$ cat src/rtl/instruction_fetch_pkg.sv
// instruction_fetch_pkg: bus width, reset/NOP constants and fetch-state encodings
package instruction_fetch_pkg;
  localparam int BUS_MSB = 31;
  localparam logic [BUS_MSB:0] NOP_INSTR = 32'h0000_0000;
  localparam logic [BUS_MSB:0] RESET_PC_DEFAULT = 32'h0000_0000;
  typedef enum logic [1:0] {
    FETCH = 2'b00,
    HOLD  = 2'b01,
    DROP  = 2'b10
  } fetch_state_t;
endpackage

$ cat src/rtl/instruction_fetch.sv
// instruction_fetch: PC, imem req/ack fetch, stall hold buffer and redirect with stale-fetch drop
module instruction_fetch
  import instruction_fetch_pkg::*;
#(
  parameter logic [BUS_MSB:0] RESET_VECTOR = RESET_PC_DEFAULT
) (
  input  logic             i_Clk,
  input  logic             i_Rst,
  input  logic             i_Stall,
  input  logic             i_Redirect,
  input  logic [BUS_MSB:0] i_RedirectPc,
  output logic             o_IMemReq,
  output logic [BUS_MSB:0] o_IMemAddr,
  input  logic             i_IMemAck,
  input  logic [BUS_MSB:0] i_IMemData,
  output logic [BUS_MSB:0] o_InstructionRegister,
  output logic [BUS_MSB:0] o_IrPc,
  output logic [BUS_MSB:0] o_IrPcPlus4,
  output logic             o_IrValid
);
  fetch_state_t r_State;
  logic [BUS_MSB:0] r_Pc, r_ReqAddr, r_Ir, r_IrPc, r_BufData, r_BufPc;
  logic r_IrValid;
  logic [BUS_MSB:0] w_Target, w_PcPlus4;
  logic w_RedirToDrop;
  assign w_Target = i_RedirectPc & ~32'd3;
  assign w_PcPlus4 = r_Pc + 32'd4;
  // An unacked request cannot be withdrawn, so a redirect must wait out its ack in DROP
  assign w_RedirToDrop = (r_State == DROP) || (r_State == FETCH && !i_IMemAck);
  assign o_IMemReq = r_State != HOLD;
  assign o_IMemAddr = r_State == DROP ? r_ReqAddr : r_Pc;
  assign o_InstructionRegister = r_Ir;
  assign o_IrPc = r_IrPc;
  assign o_IrPcPlus4 = r_IrPc + 32'd4;
  assign o_IrValid = r_IrValid;
  // Fetch FSM: redirect beats stall, stall beats normal fetch; r_ReqAddr freezes only in DROP
  always_ff @(posedge i_Clk or posedge i_Rst) begin
    if (i_Rst) begin
      r_State   <= FETCH;
      r_Pc      <= RESET_VECTOR;
      r_ReqAddr <= RESET_VECTOR;
      r_Ir      <= NOP_INSTR;
      r_IrPc    <= '0;
      r_IrValid <= 1'b0;
      r_BufData <= '0;
      r_BufPc   <= '0;
    end else if (i_Redirect) begin
      r_Ir      <= NOP_INSTR;
      r_IrValid <= 1'b0;
      r_Pc      <= w_Target;
      r_State   <= w_RedirToDrop ? DROP : FETCH;
      r_ReqAddr <= w_RedirToDrop ? r_ReqAddr : w_Target;
    end else begin
      case (r_State)
        FETCH: if (i_IMemAck) begin
          r_Pc      <= w_PcPlus4;
          r_ReqAddr <= w_PcPlus4;
          if (i_Stall) begin
            r_BufData <= i_IMemData;
            r_BufPc   <= r_Pc;
            r_State   <= HOLD;
          end else begin
            r_Ir      <= i_IMemData;
            r_IrPc    <= r_Pc;
            r_IrValid <= 1'b1;
          end
        end
        HOLD: if (!i_Stall) begin
          r_Ir      <= r_BufData;
          r_IrPc    <= r_BufPc;
          r_IrValid <= 1'b1;
          r_State   <= FETCH;
        end
        DROP: if (i_IMemAck) begin
          r_ReqAddr <= r_Pc;
          r_State   <= FETCH;
        end
        default: r_State <= FETCH;
      endcase
    end
  end
endmodule

$ cat config.mk
export PLATFORM = sky130hd
export DESIGN_NAME = instruction_fetch
export DESIGN_NICKNAME = d
export VERILOG_FILES = /design/src/rtl/instruction_fetch_pkg.sv /design/src/rtl/instruction_fetch.sv
export SDC_FILE = /design/constraint.sdc
export NUM_CORES = 1
export LEC_CHECK = 0
export ABC_AREA = 1
export BUFFER_PORTS_ARGS = -buffer_cell sky130_fd_sc_hd__buf_2
export CAP_MARGIN = 20
export CORE_MARGIN = 10
export CORE_UTILIZATION = 56
export DETAILED_ROUTE_END_ITERATION = 8
export PLACE_DENSITY = 0.78
export SETUP_SLACK_MARGIN = 0.4
export SLEW_MARGIN = 10
export SYNTH_ARGS = -nofsm -noshare
export SYNTH_HDL_FRONTEND = slang
export SYNTH_SLANG_ARGS = --single-unit
$ cat constraint.sdc
create_clock -name i_Clk -period 16.9 [get_ports i_Clk]
set_input_delay 1.69 -clock i_Clk [delete_from_list [all_inputs] [get_ports i_Clk]]
set_output_delay 1.69 -clock i_Clk [all_outputs]
set_load 0.01 [all_outputs]
==> reports/metrics.cfg, run 1 <==
[outcome]
outcome=complete, no violations

[synth]
synth_top_cell_area_share_pct=45.9
ys.warnings.count=0
synth.area.top_cells=dfrtp_1, nand2_1, o21ai_0
synth-seq-cells=188
yosysSeqAreaShare_pct=45.9
yosys.area.top_type=dfrtp_1
avgSynthCellArea_um2=7.72
synthCells=1329
synth_area_um2=10300
synth.distinct_cells=37

[power_and_ir_drop]
p_comb_share_pct=30.2
ir_drop_v=0.0000838
clkPwrFrac_pct=26.9
power.switching_uw=591
power_switching_share_pct=38.6
p_per_area_nw_per_um2=129
seqPwrFrac_pct=42.9
power.leakage_uw=0.00611
p_int_uw=939

[drt]
wire_per_inst_um=16.6
drc=0
totalWireLength_mm=28.5
dr.pass1.iters=5
vias=9337
drtIter0Drc=826
vias_per_cell=5.43
postRouteAntennaNets=0

[sta]
skew_ns=0.00935
rsz0062_at_grt=no
drv_slew=0
worst_pin_slew_ns=1.07
setup_tns_ns=0
setup_viol=0
timing.slew.headroom_pct=28.9
min_period_ns=4.21
hold_viol_final=0
fin_ws_ns=12.69
period_share_pct=24.9
max_freq_mhz=237

[cells_and_area]
seqCellArea_um2=4700
drive_gt1_share_pct=18.8
layout.nets=1547
multi_input_area_um2=4780
syn_to_final_growth_pct=15.7
nFillCells=1579
fin_util_pct=66.1

[global_route]
grt_antenna_before_repair=1
grt_pass1_wl_mm=46.6
grt_pass1_vias=8959
grt.overflow.total=0
globalRouteTotalUtil_pct=23.5
grt_max_degree=102

[cts]
numCtsBuffers=17
cts_hold_buf=0
cts_buffer_depth=2
clkLatencyLatePin_ns=0.44
cts_tree=yes
cts-root-buf=clkbuf_16
cts_setup_buffers=0
cts_sinks=188
clk_pin_slew_ns=0.08
post_cts_resized=0
cts-htree-levels=4

[die]
row_count=49
placeableCoreArea_um2=18000
die_y_um=155
die_x_um=155
floorplan.io_pins=199
initial_core_util_pct=57.1
die_area_um2=24100

[worst_setup_path]
arrival_ns=2.52
worstPathRequired_ns=15.21
start_kind=register
worstPathMaxFanout=69
endpoint_kind=primary output
path_class=register to primary output

[placed_design]
dpl_worst_slack_ns=12.59
io_buffers=192
globalplace.congestion=0.910
hpwl_mm=19.9

[worst_hold_path]
hold_path.class=register to register

[run]
drv_cap=0

==> registers in the layout, indices dropped and copies added, names as in the netlist <==
| register | cells |
|---|---|
| o_InstructionRegister | 32 |
| r_BufData | 32 |
| r_ReqAddr | 31 |
| o_IrPc | 30 |
| r_BufPc | 30 |
| r_Pc | 30 |
| r_State | 2 |
| o_IrValid | 1 |
==> per-layer routing <==
metal  share of wire [%]  vias to the layer above  global-route usage (%)
li1                    -                     4639                       -
met1                  44                     4313                    32.1
met2                  46                      348                    36.1
met3                 8.5                       37                    5.87
met4                 1.9                        0                    7.13
met5                   0                        -                       0
==> cell usage in the layout, fill, tap and decap left out, types with 4 or more instances in the layout <==
cell,netlist,routed
clkbuf_16,0,17
nand4_1,9,9
o21ai_1,13,13
a22oi_1,17,17
nor2_4,4,5
o21bai_1,9,9
dfrtp_1,188,188
nand3_1,43,43
xor2_1,33,33
inv_2,5,5
a31oi_1,13,13
inv_1,112,111
buf_2,26,192
a21oi_1,54,54
clkinv_8,0,4
mux2i_1,24,24
o21ai_0,170,170
nor3_1,9,9
o211ai_1,24,24
buf_4,8,10
inv_8,0,5
nor2_1,135,133
mux2_2,24,24
nor2_2,5,6
nand2_1,345,343
conb_1,1,4
==> Yosys cell counts <==
library cell	number
nand3b_1	2
nand4_1	9
clkbuf_2	1
nor3_1	9
or3_1	1
a22oi_1	17
nor2_2	5
buf_2	26
inv_2	5
a31oi_1	13
and2_1	3
nor4_1	1
nand2_2	2
nand2_1	345
dfrtp_1	188
xnor2_1	1
nor3_2	1
mux2i_1	24
buf_4	8
clkinv_1	1
clkbuf_1	37
nand3_1	43
buf_1	4
a21oi_1	54
nor2_4	4
conb_1	1
o21ai_0	170
o211ai_1	24
inv_1	112
xor2_1	33
o31ai_1	1
o21ai_1	13
ha_1	2
buf_6	1
nor2_1	135
mux2_2	24
o21bai_1	9
==> metrics by stage <==
stage               power, uW  cells  area, um2  hold WS [ns]
detailed placement       1120   1686      11300         0.468
global placement         1110   1686      11300         0.460
floorplan                 944   1332      10300         0.448
finish                   1530   1719      11900         0.485
CTS                      1530   1718      11900         0.487
global route             1630   1719      11900         0.504
==> cell type report <==
type / count / area share (%)
multi-input combinational: 949 / 40.3
timing repair buffer: 202 / 8.73
clock inverter: 15 / 1.58
antenna: 1 / 0.0211
clock buffer: 17 / 3.58
sequential: 188 / 39.6
tap: 229 / 2.41
inverter: 118 / 3.77
==> power by group through the flow <==
stage	sequential [uW]	combinational, uW	clock [uW]
global placement	656	453	0
global route	671	525	437
finish	656	462	412
CTS	654	466	415
floorplan	653	290	0
detailed placement	662	463	0
==> critical path, cell delays in order (launching register included) <==
cell and delay [ns]:
dfrtp_1 0.45, nor2_4 0.12, buf_4 0.52, inv_2 0.53
nor2_1 0.27, buf_2 0.17
==> worst paths after layout <==
kind / startpoint / to / slack [ns] / cells past startpoint
min in group asynchronous: i_Rst / r_BufData[26]$_DFFE_PP0P_ / 1.33 / 2
worst min-delay path: r_BufPc[31]$_DFFE_PP0P_ / r_BufPc[31]$_DFFE_PP0P_ / 0.48 / 2
worst min register to register: r_BufPc[31]$_DFFE_PP0P_ / r_BufPc[31]$_DFFE_PP0P_ / 0.48 / 2
worst max-delay path: r_State[0]$_DFFE_PP0P_ / o_IMemAddr[1] / 12.69 / 5
worst max register to register: r_State[0]$_DFFE_PP0P_ / r_ReqAddr[4]$_DFFE_PP0P_ / 13.83 / 7
max in group asynchronous: i_Rst / o_IrPc[15]$_DFFE_PP0P_ / 14.31 / 3
==> cells by family (layout without fill, tap and decap cells) <==
group	count (synthesis)	in the layout	share of synthesized area, %
AND/OR/NAND/NOR	560	560	22.1
AO/OA/AOI/OAI	301	301	16.1
buffers and inverters	195	352	7.83
flip-flops	188	188	45.9
multiplexers	48	48	4.98
XOR/XNOR	34	34	2.90
adder cells (fa/ha/maj)	2	2	0.244
other	1	5	0.0366
Power figures use the tool's default switching activity.
==> run 2, diff against run 1 <==
==> constraint.sdc (replaced) <==
create_clock -name i_Clk -period 3.95 [get_ports i_Clk]
set_input_delay 0.395 -clock i_Clk [delete_from_list [all_inputs] [get_ports i_Clk]]
set_output_delay 0.395 -clock i_Clk [all_outputs]
set_load 0.01 [all_outputs]
==> run 2 against run 1 <==
Sequential power grew to 4.3 times the previous value. Worst setup slack lost 12 ns. Worst hold slack lost 0.31 ns. Highest routed layer unchanged. Clock power grew to 4.3 times the previous value. Critical path depth shrank 1. Sequential cell count is the same. Die area is the same. Final area grew 0.47%. Clock skew shrank 0.0015 ns. Cell count grew 0.17%.
==> reports/metrics.cfg, run 2 (synthesized netlist as in run 1, its figures left out) <==
[outcome]
outcome=complete, no violations

[cells_and_area]
seqCellArea_um2=4700  ; unchanged
mostFrequentLayoutCells=nand2_1, buf_2, dfrtp_1
finalNonFillerCells=1722  ; +0.17%
final_common_cell=nand2_1
drive_gt1_share_pct=18.9  ; +0.096 points
layout.nets=1550  ; +0.19%
multi_input_area_um2=4780  ; unchanged
syn_to_final_growth_pct=16.3
nFillCells=1596  ; +1.1%

[cts]
cts-root-buf=clkbuf_16
cts_setup_buffers=0  ; unchanged
cts_buffer_depth=2  ; unchanged
clkLatencyLatePin_ns=0.44  ; about the same
clk_pin_slew_ns=0.07  ; about the same
cts-htree-levels=4  ; unchanged
post_cts_resized=0  ; unchanged
cts_tree=yes
numCtsBuffers=17  ; unchanged
cts_sinks=188  ; unchanged

[global_route]
grt_antenna_before_repair=1  ; unchanged
grt_pass1_wl_mm=46.1  ; -1.2%
grt_max_degree=105  ; +2.9%
met2_usage_pct=36.4  ; +0.26 points
globalRouteTotalUtil_pct=23.2  ; -0.29 points
top_usage_layer=met2
grt.overflow.total=0  ; unchanged
grt_pass1_vias=9067  ; +1.2%
globalRouteMet3Util_pct=5.65  ; -0.22 points
use_met1_pct=30.6  ; -1.5 points

[placed_design]
globalplace.congestion=0.933  ; +2.6%
dp_cells=1688  ; +0.12%
hpwl_mm=20.4  ; +2.3%
io_buffers=192  ; unchanged

[die]
initial_core_util_pct=57.1  ; unchanged
die_area_um2=24100  ; unchanged
placeableCoreArea_um2=18000  ; unchanged
die_x_um=155  ; unchanged
floorplan.io_pins=199  ; unchanged
row_count=49  ; unchanged
die_y_um=155  ; unchanged

[drt]
wire_per_inst_um=16.6  ; about the same
postRouteAntennaNets=0  ; unchanged
totalWireLength_mm=28.6  ; +0.10%
drtIter0Drc=874  ; +5.8%
vias=9427  ; +0.96%
dr.pass1.iters=5  ; unchanged
vias_per_cell=5.47  ; +0.79%
drc=0  ; unchanged

[worst_hold_path]
hold_path.class=input pin to register

[sta]
max_freq_mhz=343
hold_viol_final=0  ; unchanged
setup_tns_ns=0  ; unchanged
min_period_ns=2.91
worst_pin_slew_ns=0.890  ; -0.176 ns
timing.slew.headroom_pct=40.7  ; +12 points
skew_ns=0.00780  ; -0.00155 ns
rsz0062_at_grt=no
drv_slew=0  ; unchanged
setup_viol=0  ; unchanged
period_share_pct=73.7

[worst_setup_path]
worstPathRequired_ns=3.56  ; -11.65 ns
path_class=register to primary output
endpoint_kind=primary output
arrival_ns=2.52  ; about the same
worstPathMaxFanout=54  ; -22%
start_kind=register

[power_and_ir_drop]
ir_drop_v=0.000382  ; +360%
p_per_area_nw_per_um2=551  ; +330%
power.leakage_uw=0.00614  ; +0.46%

[run]
drv_cap=0  ; unchanged

-- run 2: area by class of cell --
type	instances	share of cell area (%)
Multi-Input combinational cell	949	40.1
Sequential cell	188	39.4
Timing Repair Buffer	205	9.10
Inverter	118	3.74
Clock buffer	17	3.57
Tap cell	229	2.40
Clock inverter	15	1.64
Antenna cell	1	0.0210
-- run 2: report_power, final --
group	internal (uW)	leakage [uW]	switching, uW	total [uW]
clock network	919	0.000303	858	1780
registers	2400	0.00229	405	2810
logic	750	0.00355	1240	1990
-- run 2: layer usage --
| metal | vias up | part of all wire [%] |
|---|---|---|
| met3 | 45 | 8.3 |
| met1 | 4409 | 43 |
| met4 | 0 | 2.6 |
| met2 | 332 | 46 |
| met5 | - | 0 |
| li1 | 4641 | - |
-- run 2: path summary, 6_finish.rpt --
| check | from | endpoint | slack (ns) | cells past startpoint |
|---|---|---|---|---|
| setup reg to reg | r_State[0]$_DFFE_PP0P_ | r_ReqAddr[5]$_DFFE_PP0P_ | 1.35 | 6 |
| max in group asynchronous | i_Rst | r_ReqAddr[17]$_DFFE_PP0P_ | 2.77 | 4 |
| min in group asynchronous | i_Rst | r_BufData[23]$_DFFE_PP0P_ | 0.39 | 3 |
| setup / recovery | r_State[0]$_DFFE_PP0P_ | o_IMemAddr[2] | 1.04 | 4 |
| hold / removal | i_IMemAck | r_State[1]$_DFFE_PP0P_ | 0.18 | 2 |
| hold reg to reg | o_InstructionRegister[30]$_DFFE_PP0P_ | o_InstructionRegister[30]$_DFFE_PP0P_ | 0.48 | 2 |
-- run 2: timing repair --
item                                    CTS  global route
endpoints found under the setup margin    0             0
hold buffers                              1             0
endpoints found under the hold margin     3             0
-- run 2: critical path, stage by stage (launching register included) --
cell,delay (ns)
dfrtp_1,0.45
nor2_4,0.59
inv_2,0.54
o21bai_1,0.27
buf_2,0.18
-- run 2: metrics by stage --
stage	worst slack, ns	cell area [um2]	utilization [%]	total power, uW	hold WS, ns
after CTS	1.05	11900	66.4	6620	0.159
after global routing	0.830	11900	66.4	7010	0.193
after detailed placement	1.37	11300	62.9	4830	0.307
after global placement	1.40	11300	62.9	4740	0.307
final	1.04	11900	66.4	6570	0.176
after floorplan	1.13	10300	-	4040	0.448
